==> src/rtl/i2s_tx_mc.sv <==
// Multi-channel I2S / left-justified / TDM serial audio transmitter with a frame FIFO.
// Frames are requested one at a time, buffered, and shifted out MSB-first on sdo.
package audioport_pkg;
    // System clocks per serial-clock period for each sample rate
    localparam logic [7:0] MCLK_DIV_48000  = 8'd8;
    localparam logic [7:0] MCLK_DIV_96000  = 8'd4;
    localparam logic [7:0] MCLK_DIV_192000 = 8'd2;
endpackage

module i2s_tx_mc #(
    parameter int DATA_W     = 24,
    parameter int CHANNELS   = 2,
    parameter int FIFO_DEPTH = 4
) (
    input  logic                         clk,
    input  logic                         rst,
    input  logic                         play_in,
    input  logic                         tick_in,
    input  logic [CHANNELS*DATA_W-1:0]   audio_in,
    input  logic                         cfg_in,
    input  logic [31:0]                  cfg_reg_in,
    output logic                         req_out,
    output logic                         ws_out,
    output logic                         sck_out,
    output logic                         sdo_out,
    output logic                         underrun_out
);
    import audioport_pkg::*;

    localparam int FRAME_W = CHANNELS * DATA_W;
    localparam int HALF_W  = FRAME_W / 2;
    localparam int AW      = $clog2(FIFO_DEPTH);
    localparam int PW      = AW + 1;
    localparam int BW      = $clog2(FRAME_W);
    localparam logic [BW-1:0] LAST_BIT = BW'(FRAME_W - 1);
    localparam logic [BW-1:0] HALF_BIT = BW'(HALF_W);
    localparam logic [BW-1:0] HALF_PRE = BW'(HALF_W - 1);

    typedef enum logic [2:0] {STOP, FILL, REQ, LOAD, PLAY} state_t;

    state_t               state_q, state_d;
    logic [PW-1:0]        wr_ptr_q, wr_ptr_d, rd_ptr_q, rd_ptr_d;
    logic [FRAME_W-1:0]   mem_q [FIFO_DEPTH];
    logic [7:0]           div_q, div_d;
    logic                 mode_q, mode_d;
    logic [7:0]           sck_ctr_q, sck_ctr_d;
    logic [BW-1:0]        bit_ctr_q, bit_ctr_d;
    logic [FRAME_W-1:0]   shreg_q, shreg_d;
    logic                 ws_q, ws_d;
    logic                 sck_q, sck_d;
    logic                 und_q, und_d;

    logic       full, empty, wr_en, cfg_ok, bnd, load_bnd;
    logic [7:0] half_div;
    logic       unused_cfg;

    assign unused_cfg = ^cfg_reg_in[31:3];

    // Wrap bit distinguishes full from empty when the index bits match
    assign full     = (wr_ptr_q[AW] != rd_ptr_q[AW]) && (wr_ptr_q[AW-1:0] == rd_ptr_q[AW-1:0]);
    assign empty    = (wr_ptr_q == rd_ptr_q);
    assign wr_en    = tick_in && (state_q != STOP) && !full;
    assign cfg_ok   = cfg_in && (state_q == STOP) && !play_in;
    assign half_div = {1'b0, div_q[7:1]};
    assign bnd      = (state_q == PLAY) && (sck_ctr_q == half_div);
    assign load_bnd = bnd && (bit_ctr_q == '0);

    assign req_out      = (state_q == REQ) || (load_bnd && play_in);
    assign ws_out       = ws_q;
    assign sck_out      = sck_q;
    assign sdo_out      = shreg_q[FRAME_W-1];
    assign underrun_out = und_q;

    always_comb begin
        state_d = state_q;
        case (state_q)
            STOP: if (play_in) state_d = FILL;
            FILL: begin
                if (!play_in)   state_d = STOP;
                else if (!full) state_d = REQ;
                else            state_d = PLAY;
            end
            REQ:  state_d = play_in ? LOAD : STOP;
            LOAD: begin
                if (!play_in)     state_d = STOP;
                else if (tick_in) state_d = FILL;
            end
            PLAY: if (load_bnd && !play_in) state_d = STOP;
            default: state_d = STOP;
        endcase
    end

    always_comb begin
        wr_ptr_d  = wr_ptr_q;
        rd_ptr_d  = rd_ptr_q;
        div_d     = div_q;
        mode_d    = mode_q;
        sck_ctr_d = '0;
        bit_ctr_d = bit_ctr_q;
        shreg_d   = shreg_q;
        ws_d      = ws_q;
        und_d     = und_q;

        if (cfg_ok) begin
            mode_d = cfg_reg_in[2];
            case (cfg_reg_in[1:0])
                2'b00:   div_d = MCLK_DIV_48000;
                2'b01:   div_d = MCLK_DIV_96000;
                2'b10:   div_d = MCLK_DIV_192000;
                default: div_d = div_q;
            endcase
        end

        if (wr_en) wr_ptr_d = wr_ptr_q + PW'(1);

        if (state_q == PLAY)
            sck_ctr_d = (sck_ctr_q == div_q - 8'd1) ? '0 : sck_ctr_q + 8'd1;

        if (bnd) begin
            bit_ctr_d = (bit_ctr_q == LAST_BIT) ? '0 : bit_ctr_q + BW'(1);
            if (bit_ctr_q == '0) begin
                if (play_in) begin
                    if (empty) begin
                        shreg_d = '0;
                        und_d   = 1'b1;
                    end else begin
                        shreg_d  = mem_q[rd_ptr_q[AW-1:0]];
                        rd_ptr_d = rd_ptr_q + PW'(1);
                    end
                end
            end else begin
                shreg_d = shreg_q << 1;
            end
            // I2S leads each half-frame MSB by one bit; left-justified aligns with it
            if (mode_q) begin
                if (bit_ctr_q == '0)           ws_d = 1'b0;
                else if (bit_ctr_q == HALF_BIT) ws_d = 1'b1;
            end else begin
                if (bit_ctr_q == HALF_PRE)      ws_d = 1'b1;
                else if (bit_ctr_q == LAST_BIT) ws_d = 1'b0;
            end
        end

        // Clearing on entry to STOP keeps the outputs low from the first STOP cycle
        if (state_d == STOP) begin
            wr_ptr_d  = '0;
            rd_ptr_d  = '0;
            und_d     = 1'b0;
            sck_ctr_d = '0;
            bit_ctr_d = '0;
            shreg_d   = '0;
            ws_d      = 1'b0;
        end

        sck_d = (state_d == PLAY) && (sck_ctr_d < half_div);
    end

    always_ff @(posedge clk or posedge rst) begin
        if (rst) begin
            state_q   <= STOP;
            wr_ptr_q  <= '0;
            rd_ptr_q  <= '0;
            div_q     <= MCLK_DIV_48000;
            mode_q    <= 1'b0;
            sck_ctr_q <= '0;
            bit_ctr_q <= '0;
            shreg_q   <= '0;
            ws_q      <= 1'b0;
            sck_q     <= 1'b0;
            und_q     <= 1'b0;
        end else begin
            state_q   <= state_d;
            wr_ptr_q  <= wr_ptr_d;
            rd_ptr_q  <= rd_ptr_d;
            div_q     <= div_d;
            mode_q    <= mode_d;
            sck_ctr_q <= sck_ctr_d;
            bit_ctr_q <= bit_ctr_d;
            shreg_q   <= shreg_d;
            ws_q      <= ws_d;
            sck_q     <= sck_d;
            und_q     <= und_d;
        end
    end

    always_ff @(posedge clk) begin
        if (wr_en) mem_q[wr_ptr_q[AW-1:0]] <= audio_in;
    end

endmodule

==> config.mk <==
export PLATFORM = sky130hd
export DESIGN_NAME = i2s_tx_mc
export DESIGN_NICKNAME = d
export VERILOG_FILES = /design/src/rtl/i2s_tx_mc.sv
export SDC_FILE = /design/constraint.sdc
export NUM_CORES = 1
export LEC_CHECK = 0
export CAP_MARGIN = 40
export CORE_MARGIN = 1
export CORE_UTILIZATION = 25
export CTS_BUF_LIST = sky130_fd_sc_hd__clkbuf_4 sky130_fd_sc_hd__clkbuf_8
export CTS_CLUSTER_DIAMETER = 40
export DETAILED_ROUTE_END_ITERATION = 16
export GPL_TIMING_DRIVEN = 0
export PLACE_DENSITY = 0.41
export SYNTH_ARGS = -nofsm -noshare
export SYNTH_HDL_FRONTEND = slang
export SYNTH_SLANG_ARGS = --single-unit
==> constraint.sdc <==
create_clock -name clk -period 6.69 [get_ports clk]
set_input_delay 1.6725 -clock clk [delete_from_list [all_inputs] [get_ports clk]]
set_output_delay 1.6725 -clock clk [all_outputs]
set_load 0.005 [all_outputs]
Word level (Yosys, flattened, before mapping)
Memories as Yosys holds them, arrays and structs flattened.
Index checks and enable logic that the tools add are counted.
{ "classes": {"addsub": 5, "n_lt_le_gt_ge": 1, "n_eq_ne": 18, "n_mux": 41, "reduce_logical": 30} }
{ "op_table": {"columns": ["operator", "count"], "rows": [
  ["2-to-1 mux 48 bit", 5],
  ["2-to-1 mux 3 bit", 13],
  ["2-to-1 mux 8 bit", 3],
  ["one-hot mux 8 bit (3 select lines)", 1],
  ["2-to-1 mux 6 bit", 3],
  ["one-hot mux 3 bit (5 select lines)", 1],
  ["2-to-1 mux 1 bit", 14],
  ["equality test 6 x 5 -> 1 bit (second input constant)", 2],
  ["logical AND 1 bit", 10],
  ["nonzero test 2 bit", 5],
  ["adder 8 x 1 -> 8 bit (second input constant)", 1],
  ["equality test 8 x 7 -> 1 bit", 1],
  ["equality test 8 bit", 1],
  ["< comparator 8 x 7 -> 1 bit", 1],
  ["AND reduction 4 bit", 2],
  ["subtractor 8 x 1 -> 8 bit (second input constant)", 1],
  ["adder 3 x 1 -> 3 bit (second input constant)", 2],
  ["adder 6 x 1 -> 6 bit (second input constant)", 1],
  ["equality test 3 x 2 -> 1 bit (second input constant)", 2],
  ["equality test 3 bit (second input constant)", 2],
  ["equality test 6 bit (second input constant)", 1],
  ["logical NOT 3 bit", 2],
  ["logical NOT 6 bit", 1],
  ["nonzero test 3 bit", 2],
  ["other kinds (16)", 18]
]} }
{ "word_totals": {"ff_bits": 83, "ram_bits": 192, "in_bits": 85, "wordCells": 107, "memories": 1} }
{ "memory_table": {"columns": ["name", "depth", "word_bits", "rd", "rd_clocked_by_memory_dff", "wr", "line", "rtl"], "rows": [
  ["mem_q", 4, 48, 1, 0, 1, "43", "logic [FRAME_W-1:0] mem_q [FIFO_DEPTH];"]
]} }

Depth between registers and ports, before layout
Gate-level depths: netlist (run 1).
{ "logic_depth": {"word_depth": 10, "mapped_depth": 12, "depth_no_buf": 12} }

Worst setup path after synthesis (run 1)
No wires, ideal clock.
{ "synth_path": {"path_type": "input-to-output", "startpoint": "input play_in", "endpoint": "output req_out", "arrival_time_ps": 2176, "required_time_ps": 5017, "setup_slack_ps": 2842, "path_stages": 3, "path_cell_list": "clkbuf_1 nand3_1 o21ai_0"} }
{ "synth_between": {"elab_chain_cells": 2} }
{ "synth_rtl": {"columns": ["element", "line", "rtl"], "rows": [
  ["start, declared", "17", "input logic play_in,"],
  ["logical AND 1 bit", "68", "assign req_out = (state_q == REQ) || (load_bnd && play_in);"],
  ["logical OR 1 bit", "68", null],
  ["end, declared", "22", "output logic req_out,"]
]} }
Every way passes these cells.

Worst setup path after layout (run 1)
Ends and elaborated chain as after synthesis.

==> reports/metrics.cfg, run 1 <==
[cells_and_area]
final_cell_mix=edfxtp_1, dfrtp_1, nor2_1, clkdlybuf4s50_1, clkbuf_8
drive_above_1_share_pct=25.66
antenna_cells=0
area_delta_synth_final_pct=22.78
final_common_cell=edfxtp_1
final_cell_area_sq_mm=0.01402
fin_nets=924

[logic_synthesis]
syn_avg_cell_area_sq_um=16.20
synth_ff_type=edfxtp_1
yosys_warnings=0
ys_ff_latch=270
syn-num-nets=805
synthCells=705
synth_area_sq_mm=0.01142
ys_types=56
synth_edf_count=192
synthArstFlopShare_pct=28.89
seq_area_frac_synth_pct=67.58

[worst_setup_path]
worst-r2r-setup-slack_ns=3.79
cp_num_buf_inv=2
start_kind=input pin
critical_path_depth=4
critPathLaunch=play_in
r2r_start=div_q[1]$_DFFE_PP0P_
end_kind=output pin
rr_worst_depth=12
crit_type=input pin to output pin
cp_top_family=buffers and inverters
max_stage_delay_ns=0.56
slowest_stage=clkdlybuf4s50_1
worstPathArrival_ns=2.93
critPathMaxFanout=8
path_cells=clkbuf_1 > nand3_1 > o21ai_0 > clkdlybuf4s50_1
critical_path_required_ns=5.02
rr_endpoint=sck_out$_DFF_PP0_
endpoint=req_out

[clock_tree]
ctsResizeCount=0
cts_setup_buffers=0
hold_buffers=0
htreeDepth=2
cts_buffer_depth=3
path_clk_slew_ns=0.05
insertion_delay_ns=0.61
cts_tree=built
cts.sinks=270
cts_made_buffers=53
cts_root_buf=clkbuf_8

[power_and_ir_drop]
p_per_area_mw_per_mm2=281.6
design_power_total_mw=3.949
ir_drop_mv=0.1243
p_leak_nw=4.781

[place]
dpl_cell_area_sq_mm=0.01288
io_buffers=59
hpwl_um=17360
gp_congestion=0.7242
pre_cts_slack_ns=2.032

[global_route]
grt_use_total_pct=11.98
grt_overflow=0
grt_pass1_wl_um=42430
grt_pass1_vias=7010
grt_max_degree=59
antenna_found_initial=0

[sta]
fmax_ghz=0.2172
slew_headroom_pct=52.23
slew_viol_final=0
tightestPinTransition_ns=0.7166
setup_ws_ns=2.085
min_period_ns=4.605
fin_skew_ns=0.03146
fin_crit_sh_pct=68.83
grt_setup_unrepaired=no
setup_viol=0
fin_tns_setup_ns=0
finalHoldViolations=0

[floorplan]
initial_core_util_pct=25.61
die_w_um=215.8
placementRows=77
core_sq_mm=0.04461
fp.dieH_um=215.8
ios=90
die_area_sq_mm=0.04655

[drt]
dr.pass1.iters=4
initialDrtViolationCount=260
via_count=6443
drcViolationCount=0
avgViaCountPerCell=4.410
postRouteAntennaNets=0
avgRoutedWirePerCell_um=18.67
finalWirelength_um=27280

[hold_path]
hold_path_depth=2
min_path_type=flip-flop to flip-flop

[run]
drv_cap=0

[status]
status=finished, final reports clean

-- through the flow --
step / util, % / cells / hold WS [ns]
2_1_floorplan: - / 705 / 0.4859
3_3_place_gp: 28.59 / 1356 / 0.5344
3_5_place_dp: 28.88 / 1361 / 0.5430
4_1_cts: 31.44 / 1461 / 0.5573
5_1_grt: 31.44 / 1461 / 0.5739
6_report: 31.44 / 1461 / 0.5428
-- layer usage --
layer,vias up,part of all wire [%],track usage (%)
met3,52,4.3,2.720
met5,-,0,0
met1,3265,46,15.85
met2,120,48,19.34
li1,3006,-,-
met4,0,2.0,3.972
-- worst min-delay path: stages, from the launching register on --
cell and delay [ns]:
dfrtp_1 0.37, a21oi_1 0.05, nor2_1 0.08
-- report_power, final --
| group | leakage [nW] | switching [mW] | internal [mW] |
|---|---|---|---|
| combinational | 1.38 | 0.167 | 0.120 |
| sequential | 2.81 | 0.0262 | 1.86 |
| clock | 0.591 | 0.738 | 1.04 |
| total | 4.78 | 0.932 | 3.02 |
-- worst min path at each step --
stage                        startpoint                       end
4_1_cts        underrun_out$_DFFE_PP0P_  underrun_out$_DFFE_PP0P_
6_report       underrun_out$_DFFE_PP0P_  underrun_out$_DFFE_PP0P_
2_1_floorplan  underrun_out$_DFFE_PP0P_  underrun_out$_DFFE_PP0P_
3_3_place_gp    shreg_q[39]$_DFFE_PP0P_   shreg_q[39]$_DFFE_PP0P_
5_1_grt         shreg_q[35]$_DFFE_PP0P_   shreg_q[35]$_DFFE_PP0P_
3_5_place_dp   underrun_out$_DFFE_PP0P_  underrun_out$_DFFE_PP0P_
-- registers in the layout, indices dropped and copies added (netlist names) --
register	cells
bit_ctr_q	6
div_q	3
mem_q	192
mode_q	1
rd_ptr_q	3
sck_ctr_q	8
sck_out	1
shreg_q	48
state_q	3
underrun_out	1
wr_ptr_q	3
ws_out	1
-- synthesized netlist by cell type, types with 3 or more instances --
cell type	number	area share [%]
edfxtp_1	192	50
xor2_1	8	0.61
o21ai_0	13	0.57
dfrtp_1	77	17
xnor2_1	14	1.1
buf_4	5	0.33
a22oi_1	38	2.5
buf_6	8	0.79
mux2i_1	3	0.26
or3_1	7	0.38
mux4_2	48	9.5
nand2_1	15	0.49
clkbuf_1	13	0.43
nand3_1	13	0.57
a21oi_1	12	0.53
nor2_1	75	2.5
and2_1	5	0.27
nor3_1	14	0.61
ha_1	15	1.6
and3_1	14	0.77
a211oi_1	17	1.1
buf_2	18	0.79
a211oi_2	30	3.3
inv_1	14	0.46
-- layout make-up --
cell class              instances  area (sq um)
fillers                      4389         30580
flip-flops and latches        270          7719
multi-input cells             375          3387
clock buffers                  75         907.1
well taps                     592         740.7
repair buffers                 64         705.7
plain buffers                  46         274.0
clock inverters                25         236.5
inverters                      14         55.05
-- cells by family after synthesis --
family / synth area share (%)
buffers and inverters: 2.859
muxes: 9.826
AOI/OAI and AO/OA: 9.366
xor gates and xnor gates: 1.687
DFF: 67.58
and+or+nand+nor: 7.044
adders and majority gates: 1.643
Note: power is estimated with default switching activity, not from simulation.
==> run 2: changes to the inputs <==
- clock period: 6.69 -> 4.5 ns (I/O delays scaled with it)
==> results of run 2 <==
The final DEF is identical to that of run 1. Status: finished, final reports clean.
Among the figures that moved: setup slack after placement 2.032 ns -> 0.9366 ns; setup slack after layout 2.085 ns -> 0.4509 ns; start point of the critical path play_in -> bit_ctr_q[0]$_DFFE_PP0P_; register-to-register setup slack 3.79 ns -> 1.60 ns; total power 3.949 mW -> 5.870 mW; worst IR drop on VDD 0.1243 mV -> 0.1847 mV
==> run 3: changes to the inputs <==
==> constraint.sdc (replaced) <==
create_clock -name clk -period 4.5 [get_ports clk]
set_input_delay 1.125 -clock clk [delete_from_list [all_inputs] [get_ports clk]]
set_output_delay 1.125 -clock clk [all_outputs]
set_load 0.05 [all_outputs]
==> run 3 against run 2 <==
Effect of this change:
- routed wire length about the same
- critical path type unchanged
- sequential share of layout area about the same
- critical path depth unchanged
- largest cell class unchanged
- clock-buffer cell count unchanged
- first-iteration DRC count unchanged
==> reports/metrics.cfg, run 3 (synthesis results as in run 1) <==
[status]
status=finished, final reports clean

[worst_setup_path]
critical_path_required_ns=3.38
start_kind=flip-flop
slowest_stage=or4b_4
critPathMaxFanout=10
crit_type=flip-flop to output pin
max_stage_delay_ns=0.51
rr_worst_depth=12
path_cells=inv_1 > ha_1 > or4b_4 > nor2_2 > buf_2 > nand3_1 > o21ai_0 > dlymetal6s2s_1
worstPathArrival_ns=2.83
end_kind=output pin

[power_and_ir_drop]
design_power_total_mw=5.873
p_per_area_mw_per_mm2=418.7
seqPwrFrac_pct=47.8
internal_power_mw=4.485
ir_drop_mv=0.1847
p_leak_nw=4.798
comb_power_share_pct=7.3
switching_share_pct=23.64
switching_power_mw=1.388
pwr-share-clk_pct=44.9

[global_route]
grt_use_total_pct=11.98
grt_overflow=0
grt_max_degree=59
grt_pass1_vias=7010
grt_pass1_wl_um=42430
antenna_found_initial=0

[sta]
slew_viol_final=0
hold_slack_ns=0.5428
grt_setup_unrepaired=no
fin_skew_ns=0.03146
slew_headroom_pct=52.23
fin_tns_setup_ns=0
setup_viol=0
finalHoldViolations=0
fin_crit_sh_pct=87.81
tightestPinTransition_ns=0.7166
min_period_ns=3.952
fmax_ghz=0.2531

[cells_and_area]
area_delta_synth_final_pct=22.81
regArea_sq_mm=0.007719
num-fill-cells=4388
antenna_cells=0
largest_reg_flops=192
drive_above_1_share_pct=25.66
instances_no_fill=1461
multiInputGateArea_sq_mm=0.003387
final_cell_mix=edfxtp_1, dfrtp_1, nor2_1, clkdlybuf4s50_1, clkbuf_8
fin_nets=924
final_common_cell=edfxtp_1

[floorplan]
ios=90
fp.dieH_um=215.8
placementRows=77
die_w_um=215.8
die_area_sq_mm=0.04655
initial_core_util_pct=25.61
core_sq_mm=0.04461

[place]
dp_cells=1361
gp_congestion=0.7242
io_buffers=59
hpwl_um=17360

[clock_tree]
cts_setup_buffers=0
path_clk_slew_ns=0.05
cts_root_buf=clkbuf_8
htreeDepth=2
cts.sinks=270
cts_buffer_depth=3
cts_tree=built
insertion_delay_ns=0.61
cts_made_buffers=53

[drt]
dr.pass1.iters=4
finalWirelength_um=27290
initialDrtViolationCount=260
routed-wl-met3_um=1166
wl_met2_um=13010
avgViaCountPerCell=4.410
top_layer=met4
postRouteAntennaNets=0
via_count=6443
drcViolationCount=0
avgRoutedWirePerCell_um=18.68
wl_met1_um=12550

[hold_path]
hold_path_depth=2
min_path_type=flip-flop to flip-flop

[run]
drv_cap=0

run 3: final timing paths:
kind / startpoint / slack, ns / endpoint
worst max-delay path: bit_ctr_q[0]$_DFFE_PP0P_ / 0.55 / req_out
max in group asynchronous: rst / 3.04 / shreg_q[30]$_DFFE_PP0P_
worst max register to register: div_q[1]$_DFFE_PP0P_ / 1.60 / sck_out$_DFF_PP0_
worst min register to register: underrun_out$_DFFE_PP0P_ / 0.54 / underrun_out$_DFFE_PP0P_
worst min-delay path: underrun_out$_DFFE_PP0P_ / 0.54 / underrun_out$_DFFE_PP0P_
min in group asynchronous: rst / 0.85 / bit_ctr_q[4]$_DFFE_PP0P_
run 3: power groups by stage:
stage	Sequential, mW	Clock (mW)	Combinational (mW)
final	2.81	2.64	0.430
after floorplan	2.84	0	0.253
after global routing	2.81	2.84	0.476
after global placement	2.86	0	0.421
after CTS	2.81	2.74	0.443
after detailed placement	2.85	0	0.440
run 3: what timing repair did:
action | 4_1_cts | 5_1_grt
hold buffers | 0 | 0
resized for setup | 0 | 1
hold endpoints to repair | 0 | 0
endpoints found under the setup margin | 0 | 1
run 3: per-layer routing:
| layer | global-route usage, % | vias to the layer above |
|---|---|---|
| li1 | - | 3006 |
| met1 | 15.85 | 3265 |
| met2 | 19.34 | 120 |
| met3 | 2.720 | 52 |
| met4 | 3.972 | 0 |
| met5 | 0 | - |
run 3: per-stage QoR:
| step | util [%] | instance area (sq um) | worst slack [ns] |
|---|---|---|---|
| 2_1_floorplan | - | 11420 | 1.306 |
| 3_3_place_gp | 28.59 | 12750 | -0.4238 |
| 3_5_place_dp | 28.88 | 12880 | 0.6356 |
| 4_1_cts | 31.44 | 14020 | 0.06842 |
| 5_1_grt | 31.45 | 14030 | 0.3542 |
| 6_report | 31.45 | 14030 | 0.5485 |
run 3: final cells by class:
type	instances	area share [%]
multi-input combinational	375	24.15
inverter	14	0.3925
clock buffer	75	6.467
sequential	270	55.03
buffer	46	1.953
timing repair buffer	64	5.049
clock inverter	25	1.686
tap	592	5.281
run 3: critical path: cells and delay by family, from the launching register on:
family          cells  cell delay (ns)
simple gates        3             0.74
compound gates      1             0.15
fa+ha+maj           1             0.17
buf+inv             3             0.76
flops               1             0.41
